`src/rtl/lsq_dcache_arbiter.sv`:
```
// Arbitrates the single dcache port between the LSQ load and store queues, one access in flight.
// Optional performance counters are enabled by defining LSQ_ARB_PERF_CNT_EN.
module lsq_dcache_arbiter #(
  parameter int TAG_WIDTH    = 3,
  parameter int STARVE_LIMIT = 4,
  parameter int CNT_WIDTH    = 32
) (
  input  logic                 clk,
  input  logic                 rst,
  input  logic                 flush,
  input  logic                 ld_req,
  input  logic [31:0]          ld_addr,
  input  logic [3:0]           ld_rmask,
  input  logic [TAG_WIDTH-1:0] ld_tag,
  output logic                 ld_gnt,
  output logic                 ld_done,
  output logic [TAG_WIDTH-1:0] ld_done_tag,
  output logic [31:0]          ld_rdata,
  input  logic                 st_req,
  input  logic [31:0]          st_addr,
  input  logic [3:0]           st_wmask,
  input  logic [31:0]          st_wdata,
  input  logic [TAG_WIDTH-1:0] st_tag,
  output logic                 st_gnt,
  output logic                 st_done,
  output logic [TAG_WIDTH-1:0] st_done_tag,
  output logic [31:0]          d_addr,
  output logic [3:0]           d_rmask,
  output logic [3:0]           d_wmask,
  output logic [31:0]          d_wdata,
  input  logic [31:0]          d_rdata,
  input  logic                 d_resp
`ifdef LSQ_ARB_PERF_CNT_EN
  ,
  output logic [CNT_WIDTH-1:0] perf_ld_grants,
  output logic [CNT_WIDTH-1:0] perf_st_grants,
  output logic [CNT_WIDTH-1:0] perf_conflict_cycles,
  output logic [CNT_WIDTH-1:0] perf_starve_forces
`endif
);
  localparam int SW = $clog2(STARVE_LIMIT + 1);

  typedef enum logic [1:0] {IDLE, BUSY_LD, BUSY_ST} state_e;

  state_e                 state_q, state_d;
  logic [31:0]            addr_q, addr_d, wdata_q, wdata_d;
  logic [3:0]             rmask_q, rmask_d, wmask_q, wmask_d;
  logic [TAG_WIDTH-1:0]   tag_q, tag_d;
  logic [SW-1:0]          starve_q, starve_d;
  logic                   kill_q, kill_d;
  logic                   can_grant, force_ld, resp_ld, resp_st;

  always_comb begin
    state_d  = state_q;
    addr_d   = addr_q;
    wdata_d  = wdata_q;
    rmask_d  = rmask_q;
    wmask_d  = wmask_q;
    tag_d    = tag_q;
    starve_d = starve_q;
    kill_d   = kill_q;

    // A new access may start while idle or in the cycle the current one completes.
    can_grant = !rst && (state_q == IDLE || d_resp);
    force_ld  = (starve_q == SW'(STARVE_LIMIT));
    ld_gnt    = can_grant && ld_req && !flush && (!st_req || force_ld);
    st_gnt    = can_grant && st_req && !ld_gnt;
    resp_ld   = !rst && d_resp && (state_q == BUSY_LD);
    resp_st   = !rst && d_resp && (state_q == BUSY_ST);

    ld_done     = resp_ld && !kill_q;
    ld_done_tag = ld_done ? tag_q : '0;
    ld_rdata    = ld_done ? d_rdata : '0;
    st_done     = resp_st;
    st_done_tag = st_done ? tag_q : '0;

    if (ld_gnt) begin
      state_d  = BUSY_LD;
      addr_d   = {ld_addr[31:2], 2'b00};
      rmask_d  = ld_rmask;
      wmask_d  = '0;
      wdata_d  = '0;
      tag_d    = ld_tag;
      kill_d   = 1'b0;
      starve_d = '0;
    end else if (st_gnt) begin
      state_d  = BUSY_ST;
      addr_d   = {st_addr[31:2], 2'b00};
      rmask_d  = '0;
      wmask_d  = st_wmask;
      wdata_d  = st_wdata;
      tag_d    = st_tag;
      kill_d   = 1'b0;
      if (ld_req && !force_ld) starve_d = starve_q + 1'b1;
    end else if (resp_ld || resp_st) begin
      state_d = IDLE;
      addr_d  = '0;
      rmask_d = '0;
      wmask_d = '0;
      wdata_d = '0;
      kill_d  = 1'b0;
    end else if (state_q == BUSY_LD && flush) begin
      kill_d = 1'b1;
    end
  end

  always_ff @(posedge clk) begin
    if (rst) begin
      state_q  <= IDLE;
      addr_q   <= '0;
      wdata_q  <= '0;
      rmask_q  <= '0;
      wmask_q  <= '0;
      tag_q    <= '0;
      starve_q <= '0;
      kill_q   <= 1'b0;
    end else begin
      state_q  <= state_d;
      addr_q   <= addr_d;
      wdata_q  <= wdata_d;
      rmask_q  <= rmask_d;
      wmask_q  <= wmask_d;
      tag_q    <= tag_d;
      starve_q <= starve_d;
      kill_q   <= kill_d;
    end
  end

  assign d_addr  = addr_q;
  assign d_rmask = rmask_q;
  assign d_wmask = wmask_q;
  assign d_wdata = wdata_q;

  // Byte offset is folded into the mask by the LSQ, so the low address bits are dropped.
  logic unused_ok;
  assign unused_ok = ^{ld_addr[1:0], st_addr[1:0], (CNT_WIDTH > 0)};

`ifdef LSQ_ARB_PERF_CNT_EN
  logic [CNT_WIDTH-1:0] ld_cnt_q, st_cnt_q, conf_cnt_q, force_cnt_q;

  always_ff @(posedge clk) begin
    if (rst) begin
      ld_cnt_q    <= '0;
      st_cnt_q    <= '0;
      conf_cnt_q  <= '0;
      force_cnt_q <= '0;
    end else begin
      if (ld_gnt) ld_cnt_q <= ld_cnt_q + 1'b1;
      if (st_gnt) st_cnt_q <= st_cnt_q + 1'b1;
      if (ld_req && st_req && state_q != IDLE && !d_resp) conf_cnt_q <= conf_cnt_q + 1'b1;
      if (ld_gnt && st_req) force_cnt_q <= force_cnt_q + 1'b1;
    end
  end

  assign perf_ld_grants       = ld_cnt_q;
  assign perf_st_grants       = st_cnt_q;
  assign perf_conflict_cycles = conf_cnt_q;
  assign perf_starve_forces   = force_cnt_q;
`endif

  a_resp_idle: assert property (@(posedge clk) disable iff (rst) !(d_resp && state_q == IDLE))
    else $error("d_resp asserted while IDLE");
  a_ld_mask: assert property (@(posedge clk) disable iff (rst) ld_req |-> (ld_rmask != 4'd0))
    else $error("load request with empty read mask");
  a_st_mask: assert property (@(posedge clk) disable iff (rst) st_req |-> (st_wmask != 4'd0))
    else $error("store request with empty write mask");

endmodule

```
`config.mk`:
```
export PLATFORM = sky130hd
export DESIGN_NAME = lsq_dcache_arbiter
export DESIGN_NICKNAME = d
export VERILOG_FILES = /design/src/rtl/lsq_dcache_arbiter.sv
export SDC_FILE = /design/constraint.sdc
export NUM_CORES = 1
export LEC_CHECK = 0
export BUFFER_PORTS_ARGS = -buffer_cell sky130_fd_sc_hd__buf_2
export CORE_MARGIN = 10
export CORE_UTILIZATION = 41
export CTS_CLUSTER_SIZE = 30
export DETAILED_ROUTE_END_ITERATION = 16
export PLACE_DENSITY = 0.86
export SLEW_MARGIN = 20
export SYNTH_ARGS = -nofsm -noshare
export SYNTH_HDL_FRONTEND = slang
export SYNTH_SLANG_ARGS = --single-unit
```
`constraint.sdc`:
```
create_clock -name clk -period 3.7 [get_ports clk]
set_input_delay 0.74 -clock clk [delete_from_list [all_inputs] [get_ports clk]]
set_output_delay 0.74 -clock clk [all_outputs]
set_load 0.03 [all_outputs]
```
==> qor.yml <==
yosys:
  ys_top_cells_by_area: "dfxtp_1 50%, a22o_1 10%, and2_1 7.6%, o22ai_1 6.0%, a21oi_1 5.9%"
  synthArstFlopShare: 0
  synth_top_area_cell: "dfxtp_1"
  synth_edf_count: 0
  syn_area_mm2: 0.00315
  synth-main-ff-cell: "dfxtp_1"
  syn-mean-instance-area_um2: 9.31
  synth-seq-area-share: 0.503
  yosysUniqueCellTypes: 38
  ys_ff_latch: 79
  yosys_warnings: 0
  synthCells: 338
  netlist.area_leader.share: 0.503
clocking:
  cts_tree: "yes"
  cts.sinks: 79
  root_buffer: "clkbuf_8"
  ctsHoldBuffers: 0
  clk_path_buf_depth: 2
  clk_pin_slew_ps: 100
  worstSkewPairLatency_ps: 350
  numCtsBuffers: 9
  h-tree-depth: 3
  cts_setup_buffers: 0
  cts_resized: 0
placement:
  dp_slack_ps: 879
  gp_congestion: 0.833
  io_buffers: 255
  dpl.hpwl_um: 10200
  placed_area_mm2: 0.00449
worst_setup_path:
  slowest_delay_ps: 510
  crit_path_end_kind: "primary output"
  worstPathArrival_ps: 2110
  criticalPathCategory: "input pin to primary output"
  required_ps: 2960
  critical_path.max_fanout: 37
  cp_slowest_cell: "inv_2"
  crit_chain: "buf_2 -> inv_2 -> nand4_1 -> inv_2 -> buf_2"
  crit_cells: 5
  r2r_cells: 6
  crit_buf_inv: 4
  worstSetupStartpointType: "input pin"
  crit_family: "buffers and inverters"
die:
  die_y_um: 108
  die_width_um: 108
  core_area_mm2: 0.00737
  die_area_mm2: 0.0116
  ios: 262
  rows: 31
  start_util: 0.427
pwr:
  switching_share: 0.340
  p_int_w: 0.00135
  clock_power_share: 0.298
  pwr-share-seq: 0.472
  p_sw_w: 0.000697
  p_per_area_mw_per_mm2: 438
  power_frac_comb: 0.230
  p_leak_nw: 2.48
  ir_drop_mv: 0.261
timing:
  maxSlewViolCount: 0
  worst_slew_margin_rel: 0.521
  min_period_ps: 2850
  fin_skew_ps: 17.0
  setup_slack_ps: 850
  fmax_mhz: 351
  finalHoldViolCount: 0
  setup_tns_ps: 0
  hold-worst-slack_ps: 477
  rsz0062_at_grt: "false"
  setup_violations: 0
  tightest_slew_ps: 707
  fin_crit_sh: 0.770
routing:
  wl_met1_um: 4400
  routed_wl_um: 12600
  wl_met3_um: 1250
  wire_per_inst_um: 18.3
  dr.pass1.iters: 4
  drc_errors: 0
  via_count: 3545
  drtIter0Drc: 119
  postRouteAntennaNets: 0
  routed-wl-met2_um: 6840
  maxUsedRoutingLayer: "met4"
  routed_via_density: 5.15
cells_and_area:
  drive_gt1_frac: 0.486
  n_antenna_cell: 0
  fin_util: 0.634
  stdcell_area_mm2: 0.00467
  syn_to_final_growth_pct: 48.5
  nets: 735
  fillers: 677
global_route:
  grt_remaining_overflow: 0
  grt_pass1_wl_um: 19000
  grt_max_degree: 38
  grt_pass1_vias: 3712
  grt_antenna_before_repair: 0
  track_usage: 0.203
min_path:
  hold_depth: 1
  hold_class: "flop to flop"
run:
  timing.max_cap.violations: 0
status:
  status: "complete, no violations"
==> cell usage after synthesis (3+ instances only) <==
library cell	count
nand2_1	4
inv_1	5
nor3_1	3
dfxtp_1	79
nor2b_1	3
clkbuf_1	16
and2_1	38
o21ai_0	5
a21oi_1	37
a22o_1	36
buf_4	4
nor2_1	36
o31ai_1	3
inv_2	4
nand3b_1	3
buf_1	3
a22oi_1	4
o22ai_1	30
==> kinds of logic after synthesis <==
kind of cell / count (synthesis) / share of synthesized area
DFF: 79 / 0.503
muxes: 1 / 0.00318
and+or+nand+nor: 95 / 0.161
xor gates and xnor gates: 2 / 0.00557
other: 1 / 0.00119
AOI/OAI and AO/OA: 123 / 0.269
adders and majority gates: 2 / 0.00795
buffers and inverters: 35 / 0.0497
==> final timing paths <==
check	start	to	slack, ps
hold reg to reg	d_wdata[22]	d_wdata[22]	480
hold / removal	d_wdata[22]	d_wdata[22]	480
setup / recovery	rst	st_gnt	850
setup reg to reg	state_q[1]	d_wdata[27]	1700
==> layout by cell type (no fill, tap or decap), types with 2 or more instances in the layout <==
cell and count:
nand3b_1 3, and2_1 38, buf_4 6, o21ai_0 5
buf_2 255, a22oi_1 4, nand2_1 4, nor3_1 3
nor2b_1 2, nand4_1 2, ha_1 2, nand4b_1 2
dfxtp_1 79, a22o_1 36, inv_1 5, nand2b_1 2
inv_2 4, inv_6 3, nor2_1 36, clkinv_4 2
a21oi_1 36, conb_1 2, o22ai_1 30, clkbuf_8 9
o31ai_1 3
==> layer usage <==
layer  vias up  global-route usage
met1      1642               0.194
met5         -                   0
met3        13              0.0814
li1       1707                   -
met2       183               0.393
met4         0              0.0468
==> stage by stage <==
step	power (W)	std cells
final	0.00205	689
after CTS	0.00207	689
after global routing	0.00214	689
after global placement	0.00144	673
after detailed placement	0.00146	673
after floorplan	0.00127	339
==> final cells by class <==
class	count	area (um^2)	share of cell area
inverters	9	33.8	0.00723
repair buffers	261	1320	0.283
flip-flops and latches	79	1580	0.338
multi-input cells	225	1430	0.305
clock inverters	7	62.6	0.0134
well taps	99	124	0.0265
clock buffers	9	124	0.0265
==> worst reg2reg max path: stages, from the launching register on <==
cell and delay (ps):
dfxtp_1 530, xor2_1 170, a21oi_2 160, buf_4 310, nor2b_2 200, buf_4 350, a22o_1 210
==> state kept, by name, indices dropped and copies added, names as in the netlist <==
| signal | flops |
|---|---|
| d_wmask | 4 |
| starve_q | 3 |
| d_wdata | 32 |
| state_q | 2 |
| kill_q | 1 |
| d_rmask | 4 |
| tag_q | 3 |
| d_addr | 30 |
==> power by group through the flow <==
stage                     clock (W)  sequential [W]  combinational, W
final                      0.000610        0.000966          0.000472
after CTS                  0.000627        0.000966          0.000476
after global placement            0        0.000980          0.000463
after global routing       0.000661        0.000975          0.000508
after detailed placement          0        0.000986          0.000474
after floorplan                   0         0.00112          0.000145
No activity file was read; power rests on OpenSTA's default activity.
